==> config.mk <==
export PLATFORM = sky130hd
export DESIGN_NAME = dbg_bridge
export DESIGN_NICKNAME = d
export VERILOG_FILES = /design/src/rtl/dbg_pkg.sv /design/src/rtl/dbg_tx_ser.sv /design/src/rtl/dbg_bridge.sv
export SDC_FILE = /design/constraint.sdc
export NUM_CORES = 1
export LEC_CHECK = 0
export ABC_CLOCK_PERIOD_IN_PS = 3000
export BUFFER_PORTS_ARGS = -buffer_cell sky130_fd_sc_hd__buf_4
export CORE_MARGIN = 1
export CORE_UTILIZATION = 40
export DETAILED_ROUTE_END_ITERATION = 6
export GPL_TIMING_DRIVEN = 0
export PLACE_DENSITY = 0.67
export SYNTH_ARGS = -nofsm -noshare
export SYNTH_HDL_FRONTEND = slang
export SYNTH_SLANG_ARGS = --single-unit
==> constraint.sdc <==
create_clock -name clk -period 3 [get_ports clk]
set_clock_uncertainty 0.15 [all_clocks]
set_input_delay 0 -clock clk [delete_from_list [all_inputs] [get_ports clk]]
set_output_delay 0 -clock clk [all_outputs]
set_load 0.01 [all_outputs]
==> src/rtl/dbg_pkg.sv <==
// Shared constants and state encoding for the debug bus bridge.
package dbg_pkg;

  localparam logic [7:0] CMD_R   = 8'h52;
  localparam logic [7:0] CMD_W   = 8'h57;
  localparam logic [7:0] RSP_K   = 8'h4B;
  localparam logic [7:0] RSP_ERR = 8'h3F;
  localparam logic [7:0] RSP_TMO = 8'h54;

  typedef enum logic [2:0] {
    IDLE,
    ADDR_HI,
    ADDR_LO,
    DATA,
    BUS_WR,
    BUS_RD,
    RESP
  } state_t;

endpackage

==> src/rtl/dbg_tx_ser.sv <==
// Serializes a 1- or 4-byte response word onto a valid/ready byte stream, low byte first.
module dbg_tx_ser (
  input  logic        clk,
  input  logic        rst_n,
  input  logic        load,
  input  logic [31:0] word,
  input  logic [2:0]  len,
  input  logic        tx_ready,
  output logic [7:0]  tx_data,
  output logic        tx_valid,
  output logic        last_c
);

  logic [23:0] rest;
  logic [1:0]  rem;

  assign last_c = tx_valid && tx_ready && (rem == 2'd0);

  // Byte n+1 is presented the cycle after byte n is accepted.
  always_ff @(posedge clk or negedge rst_n) begin
    if (!rst_n) begin
      tx_data  <= 8'h00;
      tx_valid <= 1'b0;
      rest     <= 24'h0;
      rem      <= 2'd0;
    end else if (load) begin
      tx_data  <= word[7:0];
      rest     <= word[31:8];
      rem      <= 2'(len - 3'd1);
      tx_valid <= 1'b1;
    end else if (tx_valid && tx_ready) begin
      if (rem == 2'd0) begin
        tx_valid <= 1'b0;
      end else begin
        tx_data <= rest[7:0];
        rest    <= {8'h00, rest[23:8]};
        rem     <= rem - 2'd1;
      end
    end
  end

endmodule

==> src/rtl/dbg_bridge.sv <==
// UART byte-command interpreter acting as a bus initiator for memory peek/poke.
module dbg_bridge
  import dbg_pkg::*;
#(
  parameter int unsigned W       = 32,
  parameter int unsigned TIMEOUT = 255
) (
  input  logic         clk,
  input  logic         rst_n,
  input  logic [7:0]   rx_data,
  input  logic         rx_valid,
  output logic [7:0]   tx_data,
  output logic         tx_valid,
  input  logic         tx_ready,
  output logic [15:0]  addr,
  output logic         ren,
  input  logic [W-1:0] rdata,
  input  logic         rd_valid,
  output logic         wen,
  output logic [W-1:0] wdata,
  output logic [3:0]   wmask,
  output logic         busy
);

  localparam int unsigned TW = 8;

  state_t          state, state_n;
  logic            op_rd, op_rd_n;
  logic [7:0]      a1, a1_n;
  logic [1:0]      lane, lane_n;
  logic [31:0]     d, d_n;
  logic [TW-1:0]   tmo, tmo_n;
  logic [15:0]     addr_n;
  logic            ren_n, wen_n, busy_n;
  logic [W-1:0]    wdata_n;
  logic [3:0]      wmask_n;
  logic            ld_c, last_c;
  logic [31:0]     ld_word_c;
  logic [2:0]      ld_len_c;

  always_ff @(posedge clk or negedge rst_n) begin
    if (!rst_n) begin
      state <= IDLE;
      op_rd <= 1'b0;
      a1    <= 8'h00;
      lane  <= 2'd0;
      d     <= 32'h0;
      tmo   <= '0;
      addr  <= 16'h0;
      ren   <= 1'b0;
      wen   <= 1'b0;
      wdata <= '0;
      wmask <= 4'h0;
      busy  <= 1'b0;
    end else begin
      state <= state_n;
      op_rd <= op_rd_n;
      a1    <= a1_n;
      lane  <= lane_n;
      d     <= d_n;
      tmo   <= tmo_n;
      addr  <= addr_n;
      ren   <= ren_n;
      wen   <= wen_n;
      wdata <= wdata_n;
      wmask <= wmask_n;
      busy  <= busy_n;
    end
  end

  always_comb begin
    state_n   = state;
    op_rd_n   = op_rd;
    a1_n      = a1;
    lane_n    = lane;
    d_n       = d;
    tmo_n     = tmo;
    addr_n    = addr;
    ren_n     = ren;
    wen_n     = 1'b0;
    wdata_n   = wdata;
    wmask_n   = 4'h0;
    ld_c      = 1'b0;
    ld_word_c = 32'h0;
    ld_len_c  = 3'd1;
    unique case (state)
      IDLE: if (rx_valid) begin
        if (rx_data == CMD_W || rx_data == CMD_R) begin
          op_rd_n = (rx_data == CMD_R);
          state_n = ADDR_HI;
        end else begin
          ld_c      = 1'b1;
          ld_word_c = {24'h0, RSP_ERR};
          state_n   = RESP;
        end
      end
      ADDR_HI: if (rx_valid) begin
        a1_n    = rx_data;
        state_n = ADDR_LO;
      end
      ADDR_LO: if (rx_valid) begin
        addr_n = {a1, rx_data};
        if (op_rd) begin
          ren_n   = 1'b1;
          tmo_n   = '0;
          state_n = BUS_RD;
        end else begin
          lane_n  = 2'd0;
          state_n = DATA;
        end
      end
      // Bytes land little-endian; the 4th byte launches the write strobe.
      DATA: if (rx_valid) begin
        d_n[{lane, 3'b000} +: 8] = rx_data;
        lane_n = lane + 2'd1;
        if (lane == 2'd3) begin
          wen_n   = 1'b1;
          wmask_n = 4'hF;
          wdata_n = d_n;
          state_n = BUS_WR;
        end
      end
      BUS_WR: begin
        ld_c      = 1'b1;
        ld_word_c = {24'h0, RSP_K};
        state_n   = RESP;
      end
      BUS_RD: begin
        if (rd_valid) begin
          ren_n     = 1'b0;
          ld_c      = 1'b1;
          ld_word_c = rdata;
          ld_len_c  = 3'd4;
          state_n   = RESP;
        end else if (tmo == TW'(TIMEOUT - 1)) begin
          ren_n     = 1'b0;
          ld_c      = 1'b1;
          ld_word_c = {24'h0, RSP_TMO};
          state_n   = RESP;
        end else begin
          tmo_n = tmo + 1'b1;
        end
      end
      RESP: if (last_c) state_n = IDLE;
      default: state_n = IDLE;
    endcase
    busy_n = (state_n != IDLE);
  end

  dbg_tx_ser u_tx_ser (
    .clk      (clk),
    .rst_n    (rst_n),
    .load     (ld_c),
    .word     (ld_word_c),
    .len      (ld_len_c),
    .tx_ready (tx_ready),
    .tx_data  (tx_data),
    .tx_valid (tx_valid),
    .last_c   (last_c)
  );

endmodule

# After elaboration in Yosys (flattened, before gate mapping)
# Index checks and enable logic that the tools add are counted.
# totals
register_bits	144
latch_bits	0
mem_bits_rw	0
rom_bits	0
input_bits	45
output_inout_bits	64
mem_count	0
# op_classes
n_addsub	5
mul	0
n_div	0
magnitude_cmp	0
eq_ne	18
n_shift	2
mux	56
bitwise	0
n_reduce_logical	20
# op_table
cell	n
$pmux W32 S3	1
$mux W24	3
$mux W8	7
$bwmux W32	1
$mux W32	1
$shift A8 B7 Y32 const A	1
$shiftx A8 B7 Y32	1
$mux W3	10
$pmux W3 S7	1
$eq A8 B7 Y1 const B	2
$pmux W8 S2	1
$mux W1	15
$mux W2	7
$ne A2 B2 Y1 const B	7
$mux W4	3
$mux W6	2
$reduce_and A2 Y1	5
$eq A3 B3 Y1 const B	3
$add A8 B1 Y8 const B	1
$eq A8 B8 Y1 const B	1
$reduce_and A4 Y1	2
$reduce_bool A2 Y1	4
$mux W7	1
$neg A5 Y7	1
16 further kinds	20

# Logic depth before layout (Yosys ltp)
# Gate-level depths: netlist (run 1).
# logic_depth
word_depth	7
depth_mapped	8
mapped_depth_nobuf	6

# By module
# From an unflattened synthesis (run 1), not the netlist that was laid out.
# unflattened
hier_cells	632
hier_area_um2	6602.6
# by_module_without_submodules
module	n_inst	cells_per_inst	area_per_inst_um2	seq_area_each_um2
dbg_bridge	1	477	5001.0	2627.5
dbg_tx_ser	1	155	1601.5	875.8

# Worst setup path after synthesis (run 1)
# Ideal clock, no wire load.
# synth_timing
kind	register -> register
from	register lane[0]
to	register d[0]
setup_time_ns	0.066
t_arrival_ns	2.029
t_required_ns	2.784
slack_ns	0.755
stages_incl_launch_ff	8
n_path_buf	2
cell_sequence	dfrtp_1 > inv_1 > ha_1 > nor4bb_1 > clkbuf_1 > and2_1 > buf_2 > a22o_1
# synth_via
elab_chain_cells	3
# synth_lines
element	line	source
from (decl)	dbg_bridge.sv:30	logic [1:0] lane, lane_n;
from (signal assigned)	dbg_bridge.sv:59	lane <= lane_n;
$neg A5 Y7 (*)	dbg_bridge.sv:114	d_n[{lane, 3'b000} +: 8] = rx_data;
$shiftx A8 B7 Y32 / $shift A8 B7 Y32 (equally long branches)	dbg_bridge.sv:114	
$bwmux W32 (*)	dbg_bridge.sv:114	
to (signal assigned)	dbg_bridge.sv:60	d <= d_n;
to (decl)	dbg_bridge.sv:31	logic [31:0] d, d_n;
# Every way passes the cells marked *; elsewhere a longest branch is shown, timed or not.
# A chain may end at the register's enable or synchronous reset.

# Worst setup path in the final report (run 1)
# layout_timing
from	register state[2]
to	register op_rd
# layout_via
elab_chain_cells	2
# layout_lines
element	line	source
from (decl)	dbg_bridge.sv:27	state_t state, state_n;
from (signal assigned)	dbg_bridge.sv:56	state <= state_n;
$logic_not A3 Y1	dbg_bridge.sv:86	unique case (state)
$reduce_and A3 Y1 (no source line)	-	
to (signal assigned)	dbg_bridge.sv:57	op_rd <= op_rd_n;
to (decl)	dbg_bridge.sv:28	logic op_rd, op_rd_n;
# Every way passes these cells.

==> reports/qor.yml, run 1 <==
worst_setup_path:
  worstPathRequired_ns: 3.21
  r2r_start: "state[2]"
  critPathMaxFanout: 10
  reg2reg_depth: 7
  path_class: "reg2reg"
  r2r_setup_slack_ns: 0.16
  worstSetupStartpointType: "flop"
  arrival_ns: 3.05
  crit_path_end_kind: "flop"
  timing.rr.end: "op_rd"
pwr:
  sw_frac_of_total: 0.3426
  power.density_mw_per_mm2: 916.9
  p_int_mw: 5.216
  comb_power_share: 0.374
  pwr-share-seq: 0.366
  ir_worst_vdd_mv: 0.6110
  p_switching_mw: 2.719
  clock_power_share: 0.260
  leakage_nw: 4.038
synthesis:
  synthTopCellsByArea: "dfrtp_1 53%, a21oi_1 5.5%, a22o_1 5.5%"
  ys_seq_area_frac: 0.5342
  synth_top_area_cell: "dfrtp_1"
  yosys_most_used_dff: "dfrtp_1"
  syn_area_per_cell_sq_um: 10.97
  yosysWarnings: 0
  synth_most_common_cell: "dfrtp_1"
  synth_area_sq_mm: 0.006558
  synth_commonest_cells: "140 x dfrtp_1, 72 x a21oi_1, 55 x nor2_1"
  syn_inst: 598
  synth_nets: 651
  yosysTopAreaCellShare: 0.5342
  synth-seq-cells: 140
  ys_async_sr_fraction: 1.000
  synthDistinctLibCells: 53
  synth_edf_count: 0
status:
  status: "completed"
sta:
  hold_ws_ns: 0.02374
  fmax_mhz: 352.0
  slew_violations: 0
  rsz0062_at_grt: "no"
  fin_setup_tns_ns: 0
  setup_viol: 0
  fin_crit_sh: 0.9469
  hold_viol_final: 0
  worst_pin_slew_ns: 0.9102
  relSlewSlack: 0.3885
  period_minus_slack_ns: 2.841
floorplanning:
  placementRows: 46
  die_area_sq_mm: 0.01691
  initial_utilization: 0.4113
  dieHeight_um: 130.0
  dieWidth_um: 130.0
  core_sq_mm: 0.01594
  io_pins: 109
cts:
  post_cts_buffers: 0
  clock_sinks: 140
  cts_made_buffers: 17
  path_clk_slew_ns: 0.06
  cts_max_level: 4
  ctsRootBufferMaster: "clkbuf_16"
  clk_latency_ns: 0.42
  cts_buffer_depth: 2
  tritoncts: "built"
layout:
  finalInstanceArea_sq_mm: 0.008655
  drive_gt1_frac: 0.2600
  final_util: 0.5429
  n_fill_cell: 1431
  area_delta_synth_final_pct: 31.98
  final_nets: 818
  n_antenna_cell: 0
  final_cell_count_no_fill: 993
detailed_routing:
  drtPass1Iterations: 4
  ant_nets: 0
  num_vias: 5324
  vias_per_cell: 5.362
  finalWirelength_mm: 16.86
  drc_errors: 0
  wl_per_cell_um: 16.98
  drt-initial-drc-count: 308
place:
  place_congestion: 0.8705
  portBuffers: 108
  dp.cells: 923
  dp_hpwl_mm: 11.43
  dpl-instance-area_sq_mm: 0.007670
global_routing:
  grt_pass1_wl_mm: 27.32
  grt_usage: 0.2114
  grt_pass1_vias: 5371
  antenna_found_initial: 0
  grt_overflow: 0
  grt_max_degree: 74
worst_hold_path:
  hold_class: "in2async"
flow_run:
  drv_cap: 0
sequential cells by signal, summed over array words and instances, names as in the netlist:
name	cells
u_tx_ser.tx_valid	1
op_rd	1
lane	2
d	32
addr	16
u_tx_ser.rem	2
state	3
a1	8
u_tx_ser.rest	24
wdata	32
ren	1
busy	1
u_tx_ser.tx_data	8
tmo	8
wmask	1
how the worst max path moves through the flow:
stage                  start         to  slack (ns)  cells past startpoint
floorplan            lane[0]       d[0]        0.75                      7
global placement     lane[0]  wdata[23]        0.37                      6
detailed placement   lane[0]   wdata[9]        0.19                      6
CTS                 state[1]      op_rd        0.14                      7
global route         lane[0]  wdata[23]       0.002                      6
finish              state[2]      op_rd        0.16                      7
cells by family after synthesis:
kind of cell / Yosys count / synth area share
DFF: 140 / 0.5342
buffers and inverters: 50 / 0.03778
and+or+nand+nor: 178 / 0.1559
adders and majority gates: 8 / 0.01526
AOI/OAI and AO/OA: 190 / 0.2044
muxes: 26 / 0.04446
xor gates and xnor gates: 6 / 0.008014
repair_timing:
action                                  in CTS  in global routing
hold buffers                                39                  0
resized for setup                            0                  2
endpoints found under the setup margin       0                  4
endpoints found under the hold margin      179                  0
critical path, stage by stage, from the launching register on:
cell           delay (ns)
dfrtp_1              0.43
buf_2                0.22
nor4b_2              0.34
nand3_1              0.15
o21ba_2              0.23
dlygate4sd3_1        0.56
o2bb2ai_1            0.15
dlygate4sd3_1        0.56
per-layer routing:
metal | vias to the layer above | GRT usage | routed length (um)
li1 | 2505 | - | -
met4 | 0 | 0.06703 | 267
met2 | 120 | 0.3501 | 8311
met3 | 19 | 0.05412 | 646
met5 | - | 0 | 0
met1 | 2680 | 0.2707 | 7634
layout make-up:
cell class | instances | area, sq um | area share
Clock inverter | 11 | 136.4 | 0.01576
Clock buffer | 20 | 446.7 | 0.05161
Buffer | 47 | 236.5 | 0.02732
Timing Repair Buffer | 148 | 1232 | 0.1424
Inverter | 3 | 11.26 | 0.001301
Multi-Input combinational cell | 408 | 2818 | 0.3256
Sequential cell | 140 | 3503 | 0.4048
Tap cell | 216 | 270.3 | 0.03123
cell usage in the layout (no fill, tap or decap), types with 4 or more instances in the layout:
cell type      synthesis  layout
a211oi_1              18      18
a21oi_1               72      72
a221oi_1               6       6
a22o_1                41      41
and2_1                22      22
buf_2                 18      18
buf_4                  6     113
clkbuf_1              21      23
clkbuf_16              0      17
clkinv_4               0       4
dfrtp_1              140     140
dlygate4sd3_1          0      39
ha_1                   8       8
mux2_2                25      25
nand2_1               20      20
nand2b_1               8       8
nand3_1                9       9
nor2_1                55      55
nor2b_1               37      37
nor4bb_1               4       4
o211ai_1               4       4
o21ai_0                8       8
o22a_1                18      18
o2bb2ai_1              6       6
xor2_1                 4       4
power groups by stage:
stage / sequential [mW] / clock (mW) / combinational, mW
after floorplan: 2.99 / 0 / 1.73
after global placement: 2.90 / 0 / 2.84
after detailed placement: 2.92 / 0 / 2.93
after CTS: 2.90 / 2.11 / 2.98
after global routing: 2.98 / 2.21 / 3.25
final: 2.91 / 2.06 / 2.97
per-stage QoR:
step	setup slack [ns]	total power, mW
after CTS	0.1388	7.994
after detailed placement	0.1852	5.852
after global placement	0.3691	5.746
final	0.1592	7.935
after global routing	0.001678	8.440
after floorplan	0.7548	4.720
No activity file was read; power rests on OpenSTA's default activity.
==> run 2, diff against run 1 <==
--- a/config.mk
+++ b/config.mk
@@ -11,7 +11,9 @@
 export CORE_UTILIZATION = 40
 export DETAILED_ROUTE_END_ITERATION = 6
 export GPL_TIMING_DRIVEN = 0
+export MAX_ROUTING_LAYER = met4
 export PLACE_DENSITY = 0.67
 export SYNTH_ARGS = -nofsm -noshare
 export SYNTH_HDL_FRONTEND = slang
+export SYNTH_HIERARCHICAL = 1
 export SYNTH_SLANG_ARGS = --single-unit
==> run 2 against run 1 <==
Power decreased by 12%. Synthesized cell count is 5.7% higher. Critical endpoint unchanged. Critical path depth decreased by 1. Sequential power fell by 7%. Area after synthesis up 0.69%.
==> reports/qor.yml, run 2 <==
sta:
  hold_viol_final: 0
  relSlewSlack: 0.4412
  worst_pin_slew_ns: 0.8294
  fin_setup_tns_ns: 0
  fin_crit_sh: 0.8940
  period_minus_slack_ns: 2.682
  rsz0062_at_grt: "no"
  slew_violations: 0
  fmax_mhz: 372.9
  setup_viol: 0
layout:
  layout_commonest_cell: "dfrtp_1"
  n_antenna_cell: 0
  reg_top3: "d x32, wdata x32, u_tx_ser/rest x24"
  final_nets: 857
  layout_common_cells: "140 x dfrtp_1, 116 x buf_4, 70 x a21oi_1"
  final_cell_count_no_fill: 1033
  area_delta_synth_final_pct: 32.40
  drive_gt1_frac: 0.2485
synthesis:
  syn_inst: 632
  synthTopCellsByArea: "dfrtp_1 53%, a21oi_1 5.3%, a22o_1 4.2%"
  synth_top_area_cell: "dfrtp_1"
  synth_edf_count: 0
  synth_commonest_cells: "140 x dfrtp_1, 70 x a21oi_1, 67 x nand2_1"
  yosysWarnings: 6
  synth-seq-cells: 140
  yosys_most_used_dff: "dfrtp_1"
  yosysTopAreaCellShare: 0.5306
  synthDistinctLibCells: 49
  synth_most_common_cell: "dfrtp_1"
  syn_area_per_cell_sq_um: 10.45
  ys_async_sr_fraction: 1.000
  synth_area_sq_mm: 0.006603
  synth_nets: 685
  ys_seq_area_frac: 0.5306
floorplanning:
  placementRows: 46
  initial_utilization: 0.4127
  io_pins: 109
  core_sq_mm: 0.01600
  die_area_sq_mm: 0.01702
  dieWidth_um: 130.5
  dieHeight_um: 130.5
cts:
  tritoncts: "built"
  clock_sinks: 140
  ctsRootBufferMaster: "clkbuf_16"
  cts_buffer_depth: 2
  cts_made_buffers: 17
  cts_max_level: 4
  path_clk_slew_ns: 0.06
  clk_latency_ns: 0.42
status:
  status: "completed"
worst_setup_path:
  cpPeakStageDelay_ns: 0.58
  critPathSlowestCell: "dlygate4sd3_1"
  worstSetupStartpointType: "flop"
  arrival_ns: 2.89
  path_cells: "buf_4 -> nor4b_2 -> a41oi_1 -> dlygate4sd3_1 -> a21oi_1 -> dlygate4sd3_1"
  worstPathRequired_ns: 3.21
  critPathMostFrequentCell: "dlygate4sd3_1"
  crit_path_end_kind: "flop"
  crit_family: "buffers and inverters"
  path_buf_inv: 3
  path_class: "reg2reg"
  critPathMaxFanout: 10
global_routing:
  grt_overflow: 0
  grt_pass1_wl_mm: 28.45
  grt_pass1_vias: 5482
  grt_max_degree: 98
  grt_usage: 0.2267
  antenna_found_initial: 0
detailed_routing:
  drc_errors: 0
  ant_nets: 0
  wl_per_cell_um: 17.33
  drt-initial-drc-count: 417
  vias_per_cell: 5.322
  num_vias: 5498
  finalWirelength_mm: 17.90
  drtPass1Iterations: 5
flow_run:
  drv_cap: 0
place:
  portBuffers: 107
  place_congestion: 0.8579
  dp.cells: 956
  dp_hpwl_mm: 11.66
pwr:
  leakage_nw: 4.328
  ir_worst_vdd_mv: 0.5041
  power.density_mw_per_mm2: 800.9
worst_hold_path:
  hold_class: "in2reg"
-- run 2: changes by cell type after synthesis, moves of 9 or more --
cell and change:
and3_1 +27, nor2_1 -17, mux2i_1 +26, and2_1 -16, o21ai_0 +15, a211oi_1 -17, a22o_1 -9, o22a_1 -18
nand2_1 +47, o21ai_1 +22
-- run 2: report_power, final --
group	internal, mW	switching, mW
clock	1.15	0.868
sequential	2.38	0.331
combinational	1.09	1.19
total	4.62	2.39
-- run 2: logic make-up after synthesis --
| family | Yosys count | synth area share |
|---|---|---|
| other | 1 | 0.0005680 |
| adders and majority gates | 8 | 0.01516 |
| muxes | 51 | 0.08186 |
| DFF | 140 | 0.5306 |
| and+or+nand+nor | 207 | 0.1673 |
| buffers and inverters | 57 | 0.04870 |
| AOI/OAI and AO/OA | 164 | 0.1505 |
| xor gates and xnor gates | 4 | 0.005307 |
-- run 2: routing by layer --
layer,vias up,GRT usage,part of all wire
met4,0,0.06829,0.015
met3,25,0.05090,0.055
met1,2712,0.3010,0.46
li1,2558,-,-
met2,203,0.3470,0.47
met5,-,-,0
-- run 2: tightest hold or removal path, stage by stage --
cell	delay, ns
buf_4	0.11
nor2b_1	0.18
nand3_1	0.09
nand2_1	0.15
nand2_1	0.10
-- run 2: layout make-up --
cell class                      count  area [sq um]
Buffer                             49         292.8
Clock buffer                       17         425.4
Clock inverter                     15         141.4
Fill cell                        1421          7258
Inverter                            8         30.03
Multi-Input combinational cell    435          2784
Sequential cell                   140          3503
Tap cell                          216         270.3
Timing Repair Buffer              153          1295
-- run 2: per-stage QoR --
| step | cell area [sq um] | utilization | worst slack, ns | power, mW | hold slack (ns) |
|---|---|---|---|---|---|
| after floorplan | 6603 | - | 0.8897 | 3.993 | -0.4456 |
| after global placement | 7676 | 0.4797 | 0.1900 | 4.847 | 0.1671 |
| after detailed placement | 7707 | 0.4817 | 0.1140 | 4.933 | -0.1934 |
| after CTS | 8725 | 0.5453 | 0.07274 | 7.020 | 0.04714 |
| after global routing | 8742 | 0.5464 | 0.1642 | 7.379 | 0.1111 |
| final | 8742 | 0.5464 | 0.3180 | 7.001 | 0.09353 |
-- run 2: final timing paths --
| path | from | to | slack [ns] | depth (start not counted) |
|---|---|---|---|---|
| setup / recovery | state[2] | op_rd | 0.32 | 6 |
| hold / removal | rx_data[6] | state[2] | 0.09 | 5 |
| setup reg to reg | state[2] | op_rd | 0.32 | 6 |
| hold reg to reg | ren | ren | 0.33 | 1 |
| max in group asynchronous | rst_n | addr[3] | 1.70 | 4 |
| min in group asynchronous | rst_n | wmask[2] | 0.52 | 4 |
-- run 2: what timing repair did --
item                                    CTS  global route
endpoints found under the hold margin   183             1
endpoints found under the setup margin    0            11
hold buffers                             44             1
gates resized for setup                   0             4
buffers inserted                          0             0
==> run 3, diff against run 2 <==
--- a/config.mk
+++ b/config.mk
@@ -13,6 +13,7 @@
 export GPL_TIMING_DRIVEN = 0
 export MAX_ROUTING_LAYER = met4
 export PLACE_DENSITY = 0.67
+export REMOVE_ABC_BUFFERS = 1
 export SYNTH_ARGS = -nofsm -noshare
 export SYNTH_HDL_FRONTEND = slang
 export SYNTH_HIERARCHICAL = 1
==> run 3 against run 2 <==
Critical path type unchanged. Register-to-register slack hardly changed. Worst setup slack better by 0.0047 ns. Largest power group unchanged. Worst hold slack worse by 0.072 ns. Sequential cell count stayed put. First-iteration DRC count is 23% lower.
==> reports/qor.yml, run 3 (synthesis results as in run 2) <==
status:
  status: "completed"
sta:
  hold_viol_final: 0
  fin_crit_sh: 0.8925
  setup_viol: 0
  fin_setup_tns_ns: 0
  relSlewSlack: 0.1749
  fmax_mhz: 373.5
  period_minus_slack_ns: 2.677
  slew_violations: 0
  hold_ws_ns: 0.02116
  rsz0062_at_grt: "no"
  setup_ws_ns: 0.3226
  worst_pin_slew_ns: 1.232
pwr:
  ir_worst_vdd_mv: 0.4994
  finalPower_mw: 6.972
  leakage_nw: 4.359
  sw_frac_of_total: 0.3218
  comb_power_share: 0.301
  p_switching_mw: 2.243
  pwr-share-seq: 0.394
  clock_power_share: 0.305
  p_int_mw: 4.729
  power.density_mw_per_mm2: 793.7
worst_setup_path:
  timing.rr.end: "u_tx_ser/rem[0]"
  critPathMaxFanout: 57
  r2r_start: "tmo[0]"
  reg2reg_depth: 9
  worstPathRequired_ns: 3.14
  arrival_ns: 2.82
  r2r_setup_slack_ns: 0.32
  path_class: "reg2reg"
  critPathLaunch: "tmo[0]"
  worstSetupStartpointType: "flop"
  crit_path_end_kind: "flop"
layout:
  n_antenna_cell: 0
  seq_area_sq_mm: 0.003503
  finalInstanceArea_sq_mm: 0.008785
  n_fill_cell: 1411
  final_util: 0.5490
  multi_input_area_sq_mm: 0.002798
  drive_gt1_frac: 0.2249
  final_cell_count_no_fill: 1012
  area_delta_synth_final_pct: 33.05
  reg_top3: "d x32, wdata x32, u_tx_ser/rest x24"
  layout_commonest_cell: "dfrtp_1"
  final_nets: 836
  layout_common_cells: "140 x dfrtp_1, 107 x buf_4, 70 x a21oi_1, 70 x dlygate4sd3_1, 66 x nand2_1"
flow_run:
  drv_cap: 0
cts:
  path_clk_slew_ns: 0.06
  ctsRootBufferMaster: "clkbuf_16"
  cts_max_level: 4
  cts_made_buffers: 17
  clock_sinks: 140
  clk_latency_ns: 0.42
  post_cts_buffers: 0
  tritoncts: "built"
  cts_buffer_depth: 2
detailed_routing:
  drtPass1Iterations: 5
  finalWirelength_mm: 16.32
  vias_per_cell: 5.280
  wl_per_cell_um: 16.13
  ant_nets: 0
  num_vias: 5343
  drt-initial-drc-count: 322
  drc_errors: 0
global_routing:
  grt_overflow: 0
  antenna_found_initial: 0
  grt_pass1_wl_mm: 25.95
  grt_pass1_vias: 5247
  grt_max_degree: 73
  grt_usage: 0.2049
place:
  dp.cells: 910
  dpl-instance-area_sq_mm: 0.007467
  place_congestion: 0.8144
  pre_cts_ws_ns: -0.1391
  portBuffers: 108
  dp_hpwl_mm: 9.951
floorplanning:
  io_pins: 109
  dieHeight_um: 130.5
  core_sq_mm: 0.01600
  die_area_sq_mm: 0.01702
  initial_utilization: 0.4127
  dieWidth_um: 130.5
  placementRows: 46
worst_hold_path:
  hold_class: "in2async"
[run 3: cell types whose count changed in the layout (fill, tap and decap cells not counted), sizes merged]
cell / delta
dlygate4sd3: +26
buf: -25
clkbuf: -21
inv: -3
bufinv: +2
clkinv: +2
clkinvlp: -2
[run 3: how the worst max path moves through the flow]
| stage | end | slack [ns] | depth (start not counted) |
|---|---|---|---|
| 6_report | u_tx_ser/rem[0] | 0.32 | 9 |
| 5_1_grt | u_tx_ser/rem[0] | 0.15 | 9 |
| 4_1_cts | u_tx_ser/rem[0] | 0.05 | 6 |
| 3_5_place_dp | d[21] | -0.14 | 5 |
| 3_3_place_gp | u_tx_ser/rest[20] | -0.90 | 4 |
| 2_1_floorplan | u_tx_ser/rem[1] | 0.12 | 4 |
[run 3: repair_timing]
item / 4_1_cts / 5_1_grt
gates resized for setup: 1 / 2
hold endpoints to repair: 261 / 0
hold buffers: 70 / 0
endpoints found under the setup margin: 8 / 37
[run 3: cell type report]
cell class	count	area share
inverter	8	0.003418
timing repair buffer	181	0.1802
multi-input combinational	435	0.3185
sequential	140	0.3988
clock inverter	14	0.01951
clock buffer	18	0.04885
tap	216	0.03076
[run 3: power groups by stage]
stage / clock [mW] / combinational [mW] / sequential, mW
detailed placement: 0 / 2.03 / 2.76
floorplan: 0 / 1.05 / 2.83
finish: 2.13 / 2.10 / 2.75
global placement: 0 / 1.94 / 2.74
global route: 2.25 / 2.30 / 2.81
CTS: 2.17 / 2.10 / 2.74
[run 3: worst max-delay path, cell delays in order, from the launching register on]
cell	delay, ns
dfrtp_1	0.43
inv_1	0.07
ha_1	0.21
nand3_1	0.21
nor2_1	0.06
o21ai_0	0.56
nand2_2	0.32
buf_12	0.30
a211oi_1	0.18
a21oi_1	0.07
[run 3: routing by layer]
metal | GRT usage | vias up | wire length [um]
met5 | - | - | 0
met2 | 0.3364 | 122 | 8344
li1 | - | 2520 | -
met4 | 0.08587 | 0 | 260
met3 | 0.04072 | 27 | 568
met1 | 0.2470 | 2674 | 7151
